$ cat src/rtl/rf_port_arbiter.sv
// rtl/rf_port_arbiter.sv - round-robin arbiter sharing one register file between two requesters
module rf_port_arbiter #(
  parameter int DATA_W  = 8,
  parameter int ADDR_W  = 5,
  parameter int TIMEOUT = 4
) (
  input  logic              clk,
  input  logic              rst,
  input  logic              req0,
  input  logic              req1,
  input  logic [2:0]        op0,
  input  logic [2:0]        op1,
  input  logic [ADDR_W-1:0] ra1_0,
  input  logic [ADDR_W-1:0] ra1_1,
  input  logic [ADDR_W-1:0] ra2_0,
  input  logic [ADDR_W-1:0] ra2_1,
  input  logic [ADDR_W-1:0] wa_0,
  input  logic [ADDR_W-1:0] wa_1,
  input  logic [DATA_W-1:0] wd_0,
  input  logic [DATA_W-1:0] wd_1,
  output logic              done0,
  output logic              done1,
  output logic              err0,
  output logic              err1,
  output logic [DATA_W-1:0] rdata1,
  output logic [DATA_W-1:0] rdata2,
  output logic [ADDR_W-1:0] rf_read_reg1,
  output logic [ADDR_W-1:0] rf_read_reg2,
  output logic [ADDR_W-1:0] rf_write_reg,
  output logic [DATA_W-1:0] rf_data,
  output logic [2:0]        rf_valid_bits,
  input  logic [DATA_W-1:0] rf_out1,
  input  logic [DATA_W-1:0] rf_out2,
  input  logic              rf_out_valid
);

  localparam int CNT_W = $clog2(TIMEOUT + 1);
  localparam logic [CNT_W-1:0] CNT_LAST = CNT_W'(TIMEOUT - 1);

  typedef enum logic [2:0] {IDLE, READ, WAIT, WRITE, DONE} state_t;

  state_t             state_q;
  state_t             state_d;
  logic               owner_q;   // requester being served
  logic               last_q;    // requester granted most recently
  logic [2:0]         op_q;      // {rd1_en, rd2_en, wr_en} of the transaction in flight
  logic [ADDR_W-1:0]  wa_q;
  logic [DATA_W-1:0]  wd_q;
  logic               err_q;
  logic [CNT_W-1:0]   cnt_q;

  logic               any_req;
  logic               win;
  logic [2:0]         win_op;
  logic [ADDR_W-1:0]  win_ra1;
  logic [ADDR_W-1:0]  win_ra2;
  logic [ADDR_W-1:0]  win_wa;
  logic [DATA_W-1:0]  win_wd;

  // Pick the winner: a lone request wins, a tie goes to whoever was not granted last.
  always_comb begin
    any_req = req0 | req1;
    win     = (req0 && req1) ? ~last_q : req1;
    win_op  = win ? op1   : op0;
    win_ra1 = win ? ra1_1 : ra1_0;
    win_ra2 = win ? ra2_1 : ra2_0;
    win_wa  = win ? wa_1  : wa_0;
    win_wd  = win ? wd_1  : wd_0;
  end

  // State register.
  always_ff @(posedge clk) begin
    if (rst) begin
      state_q <= IDLE;
    end else begin
      state_q <= state_d;
    end
  end

  // Next-state: reads first, then the optional write, then a single done cycle.
  always_comb begin
    state_d = state_q;
    case (state_q)
      IDLE: begin
        if (any_req) begin
          if (win_op[2] | win_op[1]) begin
            state_d = READ;
          end else if (win_op[0]) begin
            state_d = WRITE;
          end else begin
            state_d = DONE;
          end
        end
      end
      READ:  state_d = WAIT;
      WAIT: begin
        if (rf_out_valid) begin
          state_d = op_q[0] ? WRITE : DONE;
        end else if (cnt_q == CNT_LAST) begin
          state_d = DONE;
        end
      end
      WRITE: state_d = DONE;
      DONE:  state_d = IDLE;
      default: state_d = IDLE;
    endcase
  end

  // Strobes and completion flags decode straight from the state; a write to r0 never strobes.
  always_comb begin
    rf_valid_bits = 3'b000;
    done0         = 1'b0;
    done1         = 1'b0;
    case (state_q)
      READ:    rf_valid_bits = {op_q[2], op_q[1], 1'b0};
      WRITE:   rf_valid_bits = {2'b00, |wa_q};
      default: rf_valid_bits = 3'b000;
    endcase
    if (state_q == DONE) begin
      done0 = ~owner_q;
      done1 = owner_q;
    end
    err0 = done0 & err_q;
    err1 = done1 & err_q;
  end

  // Transaction latch, timeout counter, read capture and register-file address/data registers.
  always_ff @(posedge clk) begin
    if (rst) begin
      owner_q      <= 1'b0;
      last_q       <= 1'b1;
      op_q         <= '0;
      wa_q         <= '0;
      wd_q         <= '0;
      err_q        <= 1'b0;
      cnt_q        <= '0;
      rdata1       <= '0;
      rdata2       <= '0;
      rf_read_reg1 <= '0;
      rf_read_reg2 <= '0;
      rf_write_reg <= '0;
      rf_data      <= '0;
    end else begin
      case (state_q)
        IDLE: begin
          if (any_req) begin
            owner_q <= win;
            last_q  <= win;
            op_q    <= win_op;
            wa_q    <= win_wa;
            wd_q    <= win_wd;
            err_q   <= (win_op == 3'b000);
            if (win_op[2] | win_op[1]) begin
              rf_read_reg1 <= win_ra1;
              rf_read_reg2 <= win_ra2;
            end else if (win_op[0]) begin
              rf_write_reg <= win_wa;
              rf_data      <= win_wd;
            end
          end
        end
        READ: cnt_q <= '0;
        WAIT: begin
          if (rf_out_valid) begin
            rdata1 <= op_q[2] ? rf_out1 : '0;
            rdata2 <= op_q[1] ? rf_out2 : '0;
            if (op_q[0]) begin
              rf_write_reg <= wa_q;
              rf_data      <= wd_q;
            end
          end else begin
            cnt_q <= cnt_q + 1'b1;
            if (cnt_q == CNT_LAST) begin
              err_q  <= 1'b1;
              rdata1 <= '0;
              rdata2 <= '0;
            end
          end
        end
        default: ;
      endcase
    end
  end

endmodule

$ cat config.mk
export PLATFORM = sky130hd
export DESIGN_NAME = rf_port_arbiter
export DESIGN_NICKNAME = d
export VERILOG_FILES = /design/src/rtl/rf_port_arbiter.sv
export SDC_FILE = /design/constraint.sdc
export NUM_CORES = 1
export LEC_CHECK = 0
export BUFFER_PORTS_ARGS = -buffer_cell sky130_fd_sc_hd__buf_2
export CORE_MARGIN = 3
export CORE_UTILIZATION = 53
export DETAILED_ROUTE_END_ITERATION = 7
export GPL_TIMING_DRIVEN = 0
export MAX_ROUTING_LAYER = met4
export PLACE_DENSITY = 0.91
export SLEW_MARGIN = 30
export SYNTH_ARGS = -nofsm -noshare
export SYNTH_HDL_FRONTEND = slang
export SYNTH_SLANG_ARGS = --single-unit
$ cat constraint.sdc
create_clock -name clk -period 4.4 [get_ports clk]
set_input_delay 0.88 -clock clk [delete_from_list [all_inputs] [get_ports clk]]
set_output_delay 0.88 -clock clk [all_outputs]
set_load 0.02 [all_outputs]
; Yosys cells after proc, flatten, opt, wreduce, memory -nomap -nowiden
; Cells that the tools add are included.
[totals]
regBits = 64
in_bits = 73
word_cells = 87
[op_classes]
addsub = 1
n_eq_ne = 13
n_mux = 39
bitwise_logic = 6
n_reduce_logical = 14
[op_table]
columns = cell, n
row1 = 8-bit 2-to-1 mux, 11
row2 = 5-bit 2-to-1 mux, 8
row3 = 3-bit 2-to-1 mux, 8
row4 = 8-bit one-hot mux with 2 select lines, 1
row5 = "2-bit != test, second input constant", 7
row6 = 3-bit one-hot mux with 2 select lines, 2
row7 = 3-bit one-hot mux with 4 select lines, 1
row8 = 5-bit one-hot mux with 2 select lines, 1
row9 = "3-bit by 2-bit == test with 1-bit output, second input constant", 3
row10 = 2-bit AND reduction, 4
row11 = 3-bit logical NOT, 2
row12 = 1-bit 2-to-1 mux, 6
row13 = 6-bit AND reduction, 1
row14 = 2-bit nonzero test, 3
row15 = 5-bit OR reduction, 1
row16 = 4-bit AND reduction, 1
row17 = "3-bit by 1-bit adder with 3-bit output, second input constant", 1
row18 = "3-bit by 1-bit == test with 1-bit output, second input constant", 1
row19 = "3-bit == test, second input constant", 1
row20 = "3-bit != test, second input constant", 1
row21 = 3-bit AND reduction, 1
row22 = 1-bit bitwise AND, 2
row23 = 1-bit NOT, 2
row24 = 1-bit OR, 2
row25 = other kinds (2), 2

; Logic depth before layout (Yosys ltp)
; Gate-level depths: netlist of the first run.
[logic_depth]
depth_word = 7
mapped_depth = 6
mapped_depth_nobuf = 6

; Worst setup path before layout of the first run
; No wires, ideal clock.
[synth_path]
kind = flip-flop to output port
start = reg state_q[1]
end = out err0
t_arrival_ps = 1357
t_required_ps = 3520
path_slack_ps = 2163
path_stages_with_launch = 6
path_buffers = 1
cell_sequence = dfxtp_1 buf_1 nor2_1 nand2_1 nor2_1 and2_1
[synth_between]
elab_chain_len = 3
[synth_lines]
columns = element, line
row1 = "start, declared", 42  ; state_t state_q;
row2 = "start signal, assigned", 76  ; state_q <= state_d;
row3 = 3-bit == test, 119  ; if (state_q == DONE) begin
row4 = 1-bit 2-to-1 mux, 119
row5 = via done0, 21  ; output logic done0,
row6 = 1-bit bitwise AND, 123  ; err0 = done0 & err_q;
row7 = "end, declared", 23  ; output logic err0,
; The timed path passes the listed nets, and every way through them passes these cells.

; Final worst setup path of the first run
[layout_path]
start = reg state_q[1]
end = out err1
[layout_between]
elab_chain_len = 3
[layout_lines]
columns = element, line
row1 = 3-bit == test, 119
row2 = 1-bit 2-to-1 mux, 119
row3 = 1-bit bitwise AND, 124  ; err1 = done1 & err_q;
row4 = "end, declared", 24  ; output logic err1,
; Every way passes these cells.

==> results.cfg, run 1 <==
[sta]
post-route-period-util_pct = 60.5
hold_viol_final = 0
finalSetupTns_ns = 0
setup_viol = 0
maxSlewHeadroom_pct = 60.0
fin_skew_ns = 0.00851
tightest_slew_ns = 0.596
period_minus_slack_ns = 2.66
max_freq_mhz = 376
rsz0062_at_grt = false
drv_slew = 0

[die]
std_cell_rows = 27
floorplan.initialDensity_pct = 55.4
core_sq_um = 5570
die_h_um = 82.3
dieArea_sq_um = 6770
die_w_um = 82.3
io_pins = 119

[clock_tree]
cts_tree = done
post_cts_buffers = 0
cts.hold.buffers_added = 0
cts_sinks = 64
clk_pin_slew_worst_paths_ns = 0.08
cts_resized = 0
cts.path.max_buffers = 2
clock_latency_ns = 0.33
htreeDepth = 3
root_buffer = clkbuf_8
cts_made_buffers = 9

[pwr]
netSwitchingFraction_pct = 37.4
p_comb_share_pct = 38.1
power_leakage_nw = 1.89
power_density_nw_per_um2 = 520
switchingPower_mw = 0.770
peakVddDrop_v = 0.000292
p_int_mw = 1.29
p_clk_share_pct = 23.9
p_seq_share_pct = 38.1
p_total_mw = 2.06

[synth]
async_flop_share_pct = 0
syn-num-nets = 404
synth-edff-count = 0
synth-seq-area-share_pct = 41.5
yosys.cell_types.count = 42
synth_area_per_cell_sq_um = 9.38
synthCells = 329
yosys_most_used_dff = dfxtp_1
synth-seq-cells = 64
syn_area_sq_um = 3090
yosys_warnings = 0

[setup_path]
reg2reg_slack_ns = 2.48
path_buf_inv = 2
cp.depth = 5
crit_required_ns = 3.52
rr_worst_depth = 6
critPathMaxStageDelay_ns = 0.43
cp-end-kind = output pin
crit_fanout = 10
critPathKind = flip-flop to output pin
startpoint_type = flip-flop
crit_family = buffers and inverters
path_cells = buf_1, nor2_1, and3_1, and2_1, buf_2
cp_slowest_cell = dfxtp_1
cp_data_arrival_time_ns = 1.78

[flow_run]
maxCapViolCount = 0

[worst_hold_path]
hp-class = flip-flop to flip-flop
hold_depth = 2

[detailed_routing]
drtAntennaViolNets = 0
via_per_inst = 5.48
vias = 2928
dr.pass1.iters = 5
drt_iter0_drc = 156
wl_mm = 7.78
drc = 0
wire_per_inst_um = 14.6

[cells_and_area]
n_fill_cell = 430
area_growth_pct = 28.3
final_cells = 534
final_cell_mix = buf_2, dfxtp_1, nor2_1
n_antenna_cell = 0
final_common_cell = buf_2
layout-drive-gt1-share_pct = 34.4
final_nets = 532

[placed_design]
placed_cells = 518
dpl.hpwl_mm = 5.89
gp_congestion = 0.849
port_buffers = 117

[global_routing]
grt_pass1_wl_mm = 12.1
grt_pass1_vias = 2701
grt-ovfl-total = 0
grt_max_degree = 13
antenna_found_initial = 0
grt.total_usage_pct = 23.9

[outcome]
status = finished, final reports clean
area by class of cell:
type                            instances  area, sq um  share of cell area [%]
Multi-Input combinational cell        235         1630                    41.2
Tap cell                               72         90.1                    2.28
Buffer                                 27          161                    4.08
Clock buffer                            9          124                    3.13
Clock inverter                          7         72.6                    1.83
Timing Repair Buffer                  117          586                    14.8
Sequential cell                        64         1280                    32.4
Inverter                                3         11.3                   0.285
tightest hold or removal path: cells and delay by family (launching register included):
family        cells  cell delay [ns]
flops             1             0.31
mux               1             0.06
simple gates      1             0.06
metal layers:
metal  global-route usage, %  wire, um
met5                       -         0
met1                    28.2      3240
met3                    6.29       708
met4                    7.97       102
met2                    39.5      3730
Yosys cell counts (all sizes together), types with 2 or more instances:
library cell,n,area share [%]
a22oi,17,4.1
and3,6,1.2
dfxtp,64,42
a211oi,26,6.3
clkbuf,10,1.2
ha,2,0.81
nor2,63,7.7
o21ai,4,0.65
nand2b,14,2.8
inv,3,0.36
buf,17,4.0
a211o,13,3.7
a2111oi,2,1.2
nor3b,2,0.49
o21ba,2,0.65
mux2i,42,14
nor3,4,0.81
and2,4,0.81
a21oi,15,2.4
nand2,4,0.57
nor2b,2,0.41
cell families (layout without fill, tap and decap cells):
group                      after synthesis  in the layout  synth area share (%)
and+or+nand+nor                        103            103                  15.8
AOI/OAI and AO/OA                       87             87                  22.1
DFF                                     64             64                  41.5
muxes                                   43             43                  14.1
buffers and inverters                   30            163                  5.60
adders and majority gates                2              2                 0.811
per-stage QoR:
step | area, sq um | utilization [%] | worst slack (ns) | hold WS, ns
after global placement | 3760 | 67.5 | 2.03 | 0.461
final | 3960 | 71.0 | 1.74 | 0.477
after floorplan | 3090 | - | 2.16 | 0.460
after detailed placement | 3760 | 67.5 | 1.95 | 0.466
after CTS | 3960 | 71.0 | 1.75 | 0.481
after global routing | 3960 | 71.0 | 1.63 | 0.498
path summary, 6_finish.rpt:
check	startpoint	to
worst max-delay path	state_q[1]	err1
worst max register to register	state_q[2]	rdata1[6]
worst min-delay path	rf_data[2]	rf_data[2]
worst min register to register	rf_data[2]	rf_data[2]
power groups by stage:
stage | clock (mW) | combinational, mW | sequential, mW
2_1_floorplan | 0 | 0.497 | 0.853
3_3_place_gp | 0 | 0.757 | 0.787
3_5_place_dp | 0 | 0.780 | 0.793
4_1_cts | 0.504 | 0.784 | 0.781
5_1_grt | 0.527 | 0.856 | 0.797
6_report | 0.491 | 0.783 | 0.784
No activity file was read; power rests on OpenSTA's default activity.
==> inputs of run 2 (changes only) <==
- CORE_UTILIZATION: 53 -> 44
- PLACE_DENSITY: 0.91 -> 0.81
- clock period: 4.4 -> 2.4 ns (I/O delays scaled with it)
==> run 2 against run 1 <==
Power rose by 80%. Critical endpoint unchanged. Critical path depth did not move. Cell count rose by 3.9%. Count of clock-buffer cells in the layout rose by 1. Sequential share of layout area fell by 0.10 points. Utilization fell by 11 points. Design area rose by 0.32%. Clock power rose by 71%.
==> results.cfg, run 2 (synthesized netlist as in run 1, its figures left out) <==
[setup_path]
cp_data_arrival_time_ns = 1.80
crit_required_ns = 1.92
worstSetupEndpoint = err1
cp_slowest_cell = dfxtp_1
r2r_end = rf_read_reg1[4]
crit_fanout = 10
reg2reg_slack_ns = 0.58
r2r-start = state_q[1]
cp.depth = 5
startpoint_type = flip-flop
critPathKind = flip-flop to output pin
rr_worst_depth = 4
startpoint = state_q[1]
cp-end-kind = output pin
critPathMaxStageDelay_ns = 0.42
path_cells = buf_1, nor2_1, and3_1, and2_1, buf_2
path_buf_inv = 2
crit_family = buffers and inverters

[cells_and_area]
layout-drive-gt1-share_pct = 34.4
final_common_cell = buf_2
n_antenna_cell = 0
utilization_pct = 60.4
final_nets = 532
area_growth_pct = 28.7
final_cell_mix = buf_2, dfxtp_1, nor2_1

[die]
io_pins = 119
dieArea_sq_um = 8050
floorplan.initialDensity_pct = 47.0
die_h_um = 89.7
core_sq_um = 6570
std_cell_rows = 29
die_w_um = 89.7

[global_routing]
grt_pass1_wl_mm = 13.3
grt-ovfl-total = 0
grt_max_degree = 13
grt_pass1_vias = 2800
grt.total_usage_pct = 20.4
antenna_found_initial = 0

[placed_design]
port_buffers = 117
gp_congestion = 0.874
dpl.hpwl_mm = 5.89

[clock_tree]
cts_resized = 0
cts.hold.buffers_added = 0
htreeDepth = 3
cts.path.max_buffers = 2
root_buffer = clkbuf_8
post_cts_buffers = 0
cts_sinks = 64
cts_tree = done
cts_made_buffers = 9
clock_latency_ns = 0.35
clk_pin_slew_worst_paths_ns = 0.08

[detailed_routing]
dr.pass1.iters = 4
drtAntennaViolNets = 0
wire_per_inst_um = 14.0
drt_iter0_drc = 105
drc = 0
vias = 2909
wl_mm = 7.77
via_per_inst = 5.24

[sta]
hold_viol_final = 0
finalSetupTns_ns = 0
setup_viol = 0
rsz0062_at_grt = false
max_freq_mhz = 438
post-route-period-util_pct = 95.1
tightest_slew_ns = 0.563
period_minus_slack_ns = 2.28
maxSlewHeadroom_pct = 62.4
drv_slew = 0
fin_skew_ns = 0.0119
fin_hold_ws_ns = 0.377

[flow_run]
maxCapViolCount = 0

[worst_hold_path]
hp-class = primary input to flip-flop

[pwr]
p_total_mw = 3.70
peakVddDrop_v = 0.000546
power_density_nw_per_um2 = 933
power_leakage_nw = 1.89

[outcome]
status = finished, final reports clean
run 2: changes by cell type in the layout (fill, tap and decap cells not counted):
cell        previous run  this run
bufinv_16              1         0
clkinvlp_4             5         3
clkinv_4               0         2
clkbuf_8               9        10
run 2: power breakdown:
| part | total (mW) | internal [mW] | switching, mW | leakage [nW] |
|---|---|---|---|---|
| Clock | 0.842 | 0.404 | 0.439 | 0.0845 |
| Sequential | 1.43 | 1.29 | 0.140 | 0.525 |
| Combinational | 1.43 | 0.596 | 0.838 | 1.28 |
run 2: cell type report:
class	instances	area, sq um
fill	606	2600
multi-input combinational	235	1630
sequential	64	1280
timing repair buffer	117	586
buffer	27	161
clock buffer	10	138
tap	93	116
clock inverter	6	45.0
inverter	3	11.3
run 2: through the flow:
step / area (sq um) / setup slack, ns / cells
final: 3970 / 0.118 / 555
after global placement: 3790 / 0.414 / 539
after floorplan: 3090 / 0.563 / 329
after global routing: 3970 / 0.00726 / 555
after CTS: 3970 / 0.118 / 555
after detailed placement: 3790 / 0.371 / 539
run 2: per-layer routing:
metal / vias up / track usage (%) / routed length (um)
met2: 135 / 30.2 / 3480
met1: 1316 / 26.5 / 3480
met3: 20 / 4.17 / 628
met4: 0 / 9.96 / 189
li1: 1438 / - / -
met5: - / - / 0
run 2: worst min-delay path by stage:
stage / to / cells after the start / slack (ns) / start
2_1_floorplan: cnt_q[2] / 2 / 0.46 / cnt_q[2]
3_3_place_gp: rf_write_reg[0] / 2 / 0.46 / rf_write_reg[0]
3_5_place_dp: rf_data[5] / 2 / 0.47 / rf_data[5]
4_1_cts: rdata1[6] / 3 / 0.37 / rf_out1[6]
5_1_grt: rdata1[3] / 3 / 0.38 / rf_out1[3]
6_report: rdata1[6] / 3 / 0.38 / rf_out1[6]
run 2: worst min-delay path, stage by stage:
cell and delay (ns):
buf_2 0.07, a22oi_1 0.06, nor2_1 0.07
==> inputs of run 3 (changes only) <==
- CORE_UTILIZATION: 44 -> 49
- PLACE_DENSITY: 0.81 -> 0.85
- clock period: 2.4 -> 2.5 ns (I/O delays scaled with it)
==> run 3 against run 2 <==
Sequential power is 3% lower. Global-route usage up 2.1 points. Largest power group unchanged. Utilization up 5.7 points. Sequential share of layout area decreased by 0.12 points. Non-clock buffer count stayed put. Clock power increased by 16%. Design area is 0.38% higher. Combinational power down 4%. Count of clock-buffer cells in the layout shrank 1. Worst hold slack improved by 0.029 ns. Highest routed layer unchanged. Largest cell class unchanged.
==> results.cfg, run 3 (synthesized netlist as in run 1, its figures left out) <==
[outcome]
status = finished, final reports clean

[die]
dieArea_sq_um = 7280
core_sq_um = 6030
io_pins = 119
die_h_um = 85.4
floorplan.initialDensity_pct = 51.2
std_cell_rows = 28
die_w_um = 85.4

[cells_and_area]
layout-drive-gt1-share_pct = 34.4
area_growth_pct = 29.2
n_fill_cell = 518
design_area_sq_um = 3990
final_cell_mix = buf_2, dfxtp_1, nor2_1
final_nets = 532
final_common_cell = buf_2
n_antenna_cell = 0

[setup_path]
startpoint_type = flip-flop
cp_data_arrival_time_ns = 1.77
crit_fanout = 10
critPathKind = flip-flop to output pin
cp-end-kind = output pin
crit_required_ns = 2.00

[global_routing]
grt_max_degree = 13
grt-ovfl-total = 0
grt_pass1_wl_mm = 12.8
antenna_found_initial = 0
grt_pass1_vias = 2794
grt.total_usage_pct = 22.5

[placed_design]
gp_congestion = 0.828
dpl.hpwl_mm = 5.74
port_buffers = 117
pre_cts_ws_ns = 0.464
placed_cell_area_sq_um = 3760

[pwr]
power_leakage_nw = 1.92
peakVddDrop_v = 0.000558
power_density_nw_per_um2 = 936

[clock_tree]
cts_made_buffers = 9
cts.hold.buffers_added = 0
root_buffer = clkbuf_8
clock_latency_ns = 0.34
cts_sinks = 64
cts.path.max_buffers = 2
htreeDepth = 3
cts_tree = done
clk_pin_slew_worst_paths_ns = 0.07
cts_resized = 0
post_cts_buffers = 0

[sta]
max_freq_mhz = 441
finalSetupTns_ns = 0
maxSlewHeadroom_pct = 62.9
post-route-period-util_pct = 90.7
fin_ws_ns = 0.234
fin_hold_ws_ns = 0.407
hold_viol_final = 0
tightest_slew_ns = 0.557
fin_skew_ns = 0.00988
period_minus_slack_ns = 2.27
rsz0062_at_grt = false
drv_slew = 0
setup_viol = 0

[detailed_routing]
wire_per_inst_um = 14.4
drtAntennaViolNets = 0
dr.pass1.iters = 4
vias = 2901
drt_iter0_drc = 134
drc = 0
wl_mm = 7.74
via_per_inst = 5.40

[flow_run]
maxCapViolCount = 0

[worst_hold_path]
hp-class = primary input to flip-flop
## run 3: changes by cell type in the layout (fill, tap and decap cells not counted), sizes merged
cell / delta
bufinv: +2
clkinv: +2
clkbuf: -1
clkinvlp: -3
## run 3: critical path, cell delays in order (launching register included)
cell and delay, ns:
dfxtp_1 0.41, buf_1 0.37, nor2_1 0.14, and3_1 0.21, and2_1 0.14, buf_2 0.15
## run 3: per-layer routing
layer,up-vias,GRT usage [%],routed length [um]
met3,12,3.88,623
met2,124,35.7,3490
met4,0,9.35,142
li1,1445,-,-
met1,1320,28.1,3490
met5,-,-,0
## run 3: final timing paths
path	from	to	slack, ns	depth (start not counted)
worst max-delay path	state_q[1]	err1	0.23	5
worst min-delay path	rf_out1[5]	rdata1[5]	0.41	3
worst max register to register	state_q[2]	rdata1[5]	0.62	6
worst min register to register	rf_write_reg[0]	rf_write_reg[0]	0.47	2
## run 3: per-stage QoR
step           std cells  power [mW]  utilization [%]
2_1_floorplan        329        2.38                -
3_3_place_gp         521        2.72             62.5
3_5_place_dp         521        2.76             62.5
4_1_cts              537        3.75             66.1
5_1_grt              537        3.95             66.1
6_report             537        3.73             66.1
## run 3: where the power goes
part | internal, mW | leakage, nW | total, mW | switching [mW]
logic | 0.571 | 1.28 | 1.37 | 0.803
clock network | 0.563 | 0.113 | 0.978 | 0.416
registers | 1.24 | 0.525 | 1.38 | 0.140
total | 2.37 | 1.92 | 3.73 | 1.36
## run 3: layout make-up
cell class,instances,area (sq um),share of cell area [%]
flip-flops and latches,64,1280,32.2
well taps,75,93.8,2.35
inverters,3,11.3,0.283
multi-input cells,235,1630,40.9
plain buffers,27,161,4.05
clock inverters,7,96.3,2.42
repair buffers,117,586,14.7
clock buffers,9,124,3.11
